--- config.mk ---
export PLATFORM = sky130hd
export DESIGN_NAME = iob_wb2iob_bridge
export DESIGN_NICKNAME = d
export VERILOG_FILES = /design/src/rtl/iob_wb2iob_pkg.sv /design/src/rtl/iob_wb2iob_addr_wrap.sv /design/src/rtl/iob_wb2iob_bridge.sv
export SDC_FILE = /design/constraint.sdc
export NUM_CORES = 1
export LEC_CHECK = 0
export ABC_AREA = 1
export CORE_MARGIN = 1
export CORE_UTILIZATION = 43
export DETAILED_ROUTE_END_ITERATION = 8
export PLACE_DENSITY = 0.9
export SLEW_MARGIN = 15
export SYNTH_ARGS = -nofsm -noshare
export SYNTH_HDL_FRONTEND = slang
export SYNTH_HIERARCHICAL = 1
export SYNTH_SLANG_ARGS = --single-unit
--- constraint.sdc ---
create_clock -name clk -period 2.3 [get_ports clk]
set_clock_uncertainty 0.2 [all_clocks]
set_input_delay 0.345 -clock clk [delete_from_list [all_inputs] [get_ports clk]]
set_output_delay 0.345 -clock clk [all_outputs]
set_load 0.1 [all_outputs]
--- src/rtl/iob_wb2iob_pkg.sv ---
// rtl/iob_wb2iob_pkg.sv - shared FSM states and Wishbone CTI/BTE codes for the WB-to-IOb bridge
package iob_wb2iob_pkg;

   typedef enum logic [1:0] {
      ST_IDLE   = 2'd0,
      ST_ACCESS = 2'd1,
      ST_ACK    = 2'd2,
      ST_ERR    = 2'd3
   } state_t;

   localparam logic [2:0] CTI_CLASSIC = 3'b000;
   localparam logic [2:0] CTI_INCR    = 3'b010;
   localparam logic [2:0] CTI_EOB     = 3'b111;

   localparam logic [1:0] BTE_LINEAR = 2'b00;
   localparam logic [1:0] BTE_WRAP4  = 2'b01;
   localparam logic [1:0] BTE_WRAP8  = 2'b10;
   localparam logic [1:0] BTE_WRAP16 = 2'b11;

endpackage

--- src/rtl/iob_wb2iob_addr_wrap.sv ---
// rtl/iob_wb2iob_addr_wrap.sv - combinational next-beat address for linear and wrapping bursts
module iob_wb2iob_addr_wrap
   import iob_wb2iob_pkg::*;
#(
   parameter int ADDR_W = 32,
   parameter int DATA_W = 32
) (
   input  logic [ADDR_W-1:0] addr,
   input  logic [1:0]        bte,
   output logic [ADDR_W-1:0] next_addr
);

   localparam logic [ADDR_W-1:0] BYTES  = ADDR_W'(DATA_W / 8);
   localparam logic [ADDR_W-1:0] MASK4  = ADDR_W'(4 * (DATA_W / 8) - 1);
   localparam logic [ADDR_W-1:0] MASK8  = ADDR_W'(8 * (DATA_W / 8) - 1);
   localparam logic [ADDR_W-1:0] MASK16 = ADDR_W'(16 * (DATA_W / 8) - 1);

   logic [ADDR_W-1:0] incr;
   logic [ADDR_W-1:0] mask;

   assign incr = addr + BYTES;

   // Only the masked low bits take the incremented value; linear uses a full mask
   always_comb begin
      mask = '1;
      case (bte)
         BTE_LINEAR: mask = '1;
         BTE_WRAP4:  mask = MASK4;
         BTE_WRAP8:  mask = MASK8;
         BTE_WRAP16: mask = MASK16;
      endcase
      next_addr = (addr & ~mask) | (incr & mask);
   end

endmodule

--- src/rtl/iob_wb2iob_bridge.sv ---
// rtl/iob_wb2iob_bridge.sv - Wishbone B3 slave to IOb master bridge with timeout; bursts under IOB_WB2IOB_BURST_EN
module iob_wb2iob_bridge
   import iob_wb2iob_pkg::*;
#(
   parameter int ADDR_W = 32,
   parameter int DATA_W = 32,
   parameter int TOUT_W = 8,
   parameter int ERRC_W = 16
) (
   input  logic                clk,
   input  logic                rst_n,
   input  logic [ADDR_W-1:0]   wb_adr_i,
   input  logic [DATA_W/8-1:0] wb_sel_i,
   input  logic                wb_we_i,
   input  logic                wb_cyc_i,
   input  logic                wb_stb_i,
   input  logic [2:0]          wb_cti_i,
   input  logic [1:0]          wb_bte_i,
   input  logic [DATA_W-1:0]   wb_dat_i,
   output logic [DATA_W-1:0]   wb_dat_o,
   output logic                wb_ack_o,
   output logic                wb_err_o,
   output logic                m_valid,
   output logic [ADDR_W-1:0]   m_addr,
   output logic [DATA_W-1:0]   m_wdata,
   output logic [DATA_W/8-1:0] m_wstrb,
   input  logic [DATA_W-1:0]   m_rdata,
   input  logic                m_ready,
   output logic [ERRC_W-1:0]   err_cnt_o
);

   localparam logic [TOUT_W-1:0] TOUT_MAX = '1;
   localparam logic [TOUT_W-1:0] TOUT_ONE = TOUT_W'(1);
   localparam logic [ERRC_W-1:0] ERRC_ONE = ERRC_W'(1);

   state_t              state, state_nxt;
   logic [ADDR_W-1:0]   addr_q;
   logic [ADDR_W-1:0]   next_addr;
   logic [DATA_W-1:0]   wdata_q;
   logic [DATA_W/8-1:0] wstrb_q;
   logic [TOUT_W-1:0]   tcnt;
   logic                aborted_q;
   logic                aborted_now;
   logic                burst_cont;
   logic                start;

`ifdef IOB_WB2IOB_BURST_EN
   iob_wb2iob_addr_wrap #(
      .ADDR_W (ADDR_W),
      .DATA_W (DATA_W)
   ) u_addr_wrap (
      .addr      (addr_q),
      .bte       (wb_bte_i),
      .next_addr (next_addr)
   );

   assign burst_cont = (state == ST_ACK) && wb_cyc_i && wb_stb_i && (wb_cti_i == CTI_INCR);
`else
   logic unused_burst;
   assign unused_burst = ^{wb_cti_i, wb_bte_i};
   assign next_addr    = addr_q;
   assign burst_cont   = 1'b0;
`endif

   assign aborted_now = aborted_q || !wb_cyc_i;
   assign start       = ((state == ST_IDLE) && wb_cyc_i && wb_stb_i) || burst_cont;

   always_ff @(posedge clk or negedge rst_n) begin
      if (!rst_n) state <= ST_IDLE;
      else        state <= state_nxt;
   end

   always_comb begin
      state_nxt = state;
      m_valid   = 1'b0;
      m_addr    = addr_q;
      m_wdata   = wdata_q;
      m_wstrb   = wstrb_q;
      wb_ack_o  = 1'b0;
      wb_err_o  = 1'b0;
      case (state)
         ST_IDLE: begin
            if (wb_cyc_i && wb_stb_i) state_nxt = ST_ACCESS;
         end
         ST_ACCESS: begin
            // The last counter value already withdraws the request, but m_ready still wins
            m_valid = (tcnt != TOUT_MAX);
            if (m_ready)               state_nxt = aborted_now ? ST_IDLE : ST_ACK;
            else if (tcnt == TOUT_MAX) state_nxt = aborted_now ? ST_IDLE : ST_ERR;
         end
         ST_ACK: begin
            wb_ack_o  = 1'b1;
            state_nxt = ST_IDLE;
            if (burst_cont) begin
               m_valid   = 1'b1;
               m_addr    = next_addr;
               m_wdata   = wb_dat_i;
               m_wstrb   = wb_we_i ? wb_sel_i : '0;
               state_nxt = ST_ACCESS;
            end
         end
         ST_ERR: begin
            wb_err_o  = 1'b1;
            state_nxt = ST_IDLE;
         end
         default: state_nxt = ST_IDLE;
      endcase
   end

   always_ff @(posedge clk or negedge rst_n) begin
      if (!rst_n) begin
         addr_q    <= '0;
         wdata_q   <= '0;
         wstrb_q   <= '0;
         tcnt      <= '0;
         aborted_q <= 1'b0;
         wb_dat_o  <= '0;
         err_cnt_o <= '0;
      end else if (start) begin
         addr_q    <= (state == ST_IDLE) ? wb_adr_i : next_addr;
         wdata_q   <= wb_dat_i;
         wstrb_q   <= wb_we_i ? wb_sel_i : '0;
         tcnt      <= '0;
         aborted_q <= 1'b0;
      end else if (state == ST_ACCESS) begin
         if (tcnt != TOUT_MAX) tcnt <= tcnt + TOUT_ONE;
         if (!wb_cyc_i) aborted_q <= 1'b1;
         if (m_ready && !aborted_now && (wstrb_q == '0)) wb_dat_o <= m_rdata;
         if (!m_ready && (tcnt == TOUT_MAX) && (err_cnt_o != '1))
            err_cnt_o <= err_cnt_o + ERRC_ONE;
      end
   end

endmodule

==> results.md, run 1 <==
- Post-Synthesis Cell Area: 0.00562 mm2
- Filler cell count: 1014
- Starting density of the core: 0.444
- Clock-pin slew reported for the worst setup and hold paths after clock tree synthesis: 0.06 ns
- Time the final worst path needs with I/O delays and setup: 2.19 ns
- Register Area: 0.00318 mm2
- Type of destination of the critical path: primary output
- Synthesis Warnings: 6
- Bufs on Longest Clock Path: 2
- Area growth from synthesis to final layout: 50.4%
- Setup slack at placement: 0.203 ns
- Data required time of the critical path: 1.75 ns
- Clock H-tree levels: 4
- Maximum number of pins on one net before global-route repair: 69
- Worst EP arrival: 1.65 ns
- Slack of the worst reg-to-reg path: 0.39 ns
- Critical Path Start: tcnt[1]
- Largest driver fanout on the critical path: 5
- Die W: 116 um
- Detailed placer's ending HPWL: 10.2 mm
- Full die area: 0.0135 mm2
- Endpoints failing setup: 0
- Final sum of negative setup slack: 0 ns
- Synth cell types: 32
- Headroom to the max-slew limit: 0.752
- Routed Antenna Nets: 0
- Reg-to-reg critical path startpoint: tcnt[1]
- Area inside the core boundary: 0.0127 mm2
- Height of the die: 116 um
- Peak per-stage delay on the critical path: 0.38 ns
- Nets@finish: 1007
- Slew at the pin closest to its max-slew limit: 0.370 ns
- Met2 wirelength from detailed routing: 7.68 mm
- Count of state elements after synthesis: 127
- Worst Hold Class: in2async
- Number of max-capacitance violations reported: 0
- Number of DRC violations after detailed-routing iteration 0: 286
- Fraction of layout cells with a size suffix above 1: 0.229
- Average instance area after synthesis: 8.48 um2
- Std cell rows: 41
- Routability cong.: 0.817
- Number of cell instances on the worst register-to-register path: 7
- Buffer and inverter count on the worst path: 2
- CP Launch Type: flop
- Share of the clock period used by the worst path after layout: 0.953
- Instance area after placement: 0.00776 mm2
- Cells along the critical path: ha_2 -> nand2_2 -> nor2_4 -> nand2_2 -> nand2_4 -> inv_2 -> buf_12
- Cts bufs inserted: 17
- Hold Slack: 0.145 ns
- I/O pin cnt: 230
- WL/cell: 13.5 um
- Total routing usage reported by global routing: 0.225
- Remaining design rule violation count: 0
- Post-Synthesis Cells: 663
- Run status: finished clean
- Overall via count from detail_route: 4947
- F_max: 456 MHz
- Routed metal-1 wirelength: 5.63 mm
- Critical R2R Capture: err_cnt_o[3]
- Detailed-route wire length: 14.6 mm
- Post-DR vias/cell: 4.58
- CTS sink cnt: 127
- Path type of the worst setup path: reg2out
- Net count after synthesis: 776
- Number of antenna violations at the first check in global routing: 0
- Final Max Tran Viols: 0
- Part of the Yosys area used for sequential elements: 0.565
- Quantity of I/O buffers inserted on ports: 224
- Crit-path slowest cell: sky130_fd_sc_hd__dfrtp_1
- Worst-Skew Late Latency: 0.41 ns
- DR top layer: met4
- Met3 wire length: 826 um
- ANT cells: 0
- Worst setup slack after layout: 0.107 ns
- Largest delay share family, worst path: simple AND/OR/NAND/NOR gates
- Area of the multi-input gates: 0.00208 mm2
- Residual overflow from global routing: 0
- Design Area, Final: 0.00845 mm2
- Most repeated library cell on the critical path: sky130_fd_sc_hd__nand2_2
- Count of final hold-check violations: 0
- Wire length of the first global-routing pass: 22.7 mm
- Number of global-route vias before repair: 4798
- Number of optimization iterations in the first detailed-route pass: 4
- TritonCTS clock tree: done
- Clock tree root driver cell: sky130_fd_sc_hd__clkbuf_16
==> worst max path at each step <==
stage	slack, ns	end	cells past startpoint
6_report	0.11	m_valid	7
5_1_grt	-0.02	m_valid	7
4_1_cts	0.02	m_valid	7
3_5_place_dp	0.20	wdata_q[12]	7
3_3_place_gp	0.22	wstrb_q[2]	7
2_1_floorplan	0.03	err_cnt_o[12]	9
==> synth_stat cells (all sizes together) <==
master	instances	area, um2
nor3	4	25.0
nand2	334	1290
o22ai	2	12.5
o21ai	40	275
a21oi	4	20.0
nor2	33	175
buf	20	148
clkinv	1	3.75
inv	59	221
nand4	9	77.6
xnor2	2	17.5
nand3	16	80.1
dfrtp	127	3180
nor3b	1	7.51
ha	2	25.0
xor2	5	43.8
clkbuf	3	11.3
o21bai	1	7.51
==> per-stage QoR <==
stage	cells	utilization
6_report	1079	0.667
5_1_grt	1079	0.667
4_1_cts	1076	0.665
3_5_place_dp	1042	0.613
3_3_place_gp	1042	0.613
2_1_floorplan	663	-
==> flip-flops by register name (all words and copies together) (netlist names) <==
signal,flops
err_cnt_o,16
wb_dat_o,32
wdata_q,32
aborted_q,1
addr_q,32
tcnt,8
wstrb_q,4
state,2
==> cells by family after synthesis <==
family,count (synthesis),synth area share
and+or+nand+nor,397,0.295
DFF,127,0.565
xor gates and xnor gates,7,0.0109
adders and majority gates,2,0.00445
AOI/OAI and AO/OA,47,0.0561
buffers and inverters,83,0.0683
==> layout by cell type, fill, tap and decap left out, types with 2 or more instances in the layout <==
cell type / n
sky130_fd_sc_hd__nand2_1: 322
sky130_fd_sc_hd__bufinv_16: 4
sky130_fd_sc_hd__dfrtp_2: 2
sky130_fd_sc_hd__o22ai_1: 2
sky130_fd_sc_hd__clkbuf_8: 3
sky130_fd_sc_hd__clkdlybuf4s50_1: 104
sky130_fd_sc_hd__o21ai_1: 13
sky130_fd_sc_hd__dfrtp_1: 125
sky130_fd_sc_hd__xor2_1: 5
sky130_fd_sc_hd__buf_12: 7
sky130_fd_sc_hd__buf_4: 123
sky130_fd_sc_hd__nand2_4: 4
sky130_fd_sc_hd__nand4_1: 7
sky130_fd_sc_hd__a21oi_1: 4
sky130_fd_sc_hd__inv_2: 4
sky130_fd_sc_hd__nand3_1: 16
sky130_fd_sc_hd__clkbuf_1: 3
sky130_fd_sc_hd__inv_1: 55
sky130_fd_sc_hd__nand2_2: 8
sky130_fd_sc_hd__nor3_1: 3
sky130_fd_sc_hd__nor2_1: 26
sky130_fd_sc_hd__clkinvlp_4: 3
sky130_fd_sc_hd__xnor2_1: 2
sky130_fd_sc_hd__o21ai_2: 20
sky130_fd_sc_hd__clkbuf_16: 17
sky130_fd_sc_hd__nor2_4: 5
sky130_fd_sc_hd__o21ai_0: 7
==> cell type report <==
type | count | share of cell area
clock buffer | 23 | 0.0565
clock inverter | 9 | 0.0185
inverter | 60 | 0.0266
multi-input combinational | 453 | 0.247
sequential | 127 | 0.376
tap | 172 | 0.0255
timing repair buffer | 235 | 0.250
==> layer usage <==
layer / vias to the layer above / GRT usage
met5: - / 0
met4: 0 / 0.114
met3: 33 / 0.0763
met2: 154 / 0.393
met1: 2274 / 0.243
li1: 2486 / -
==> repair_timing <==
| item | CTS | global route |
|---|---|---|
| pin swaps | 0 | 3 |
| hold buffers | 1 | 0 |
| endpoints found under the setup margin | 1 | 1 |
| gates resized for setup | 2 | 3 |
| buffers inserted | 1 | 3 |
| hold endpoints to repair | 127 | 0 |
| cloned | 0 | 0 |
Power of run 1 is left out: the tool's default activity adds up to more than one toggle a clock period on the data nets, which glitch-free logic cannot reach.
==> inputs of run 2 (changes only) <==
--- a/config.mk
+++ b/config.mk
@@ -6,9 +6,9 @@
 export NUM_CORES = 1
 export LEC_CHECK = 0
 export ABC_AREA = 1
-export CORE_MARGIN = 1
 export CORE_UTILIZATION = 43
 export DETAILED_ROUTE_END_ITERATION = 8
+export HOLD_SLACK_MARGIN = 0.08
 export PLACE_DENSITY = 0.9
 export SLEW_MARGIN = 15
 export SYNTH_ARGS = -nofsm -noshare
==> results of run 2 <==
No change in the layout: final DEF, timing and power equal those of run 1.
Power of run 2 is left out for the same reason.
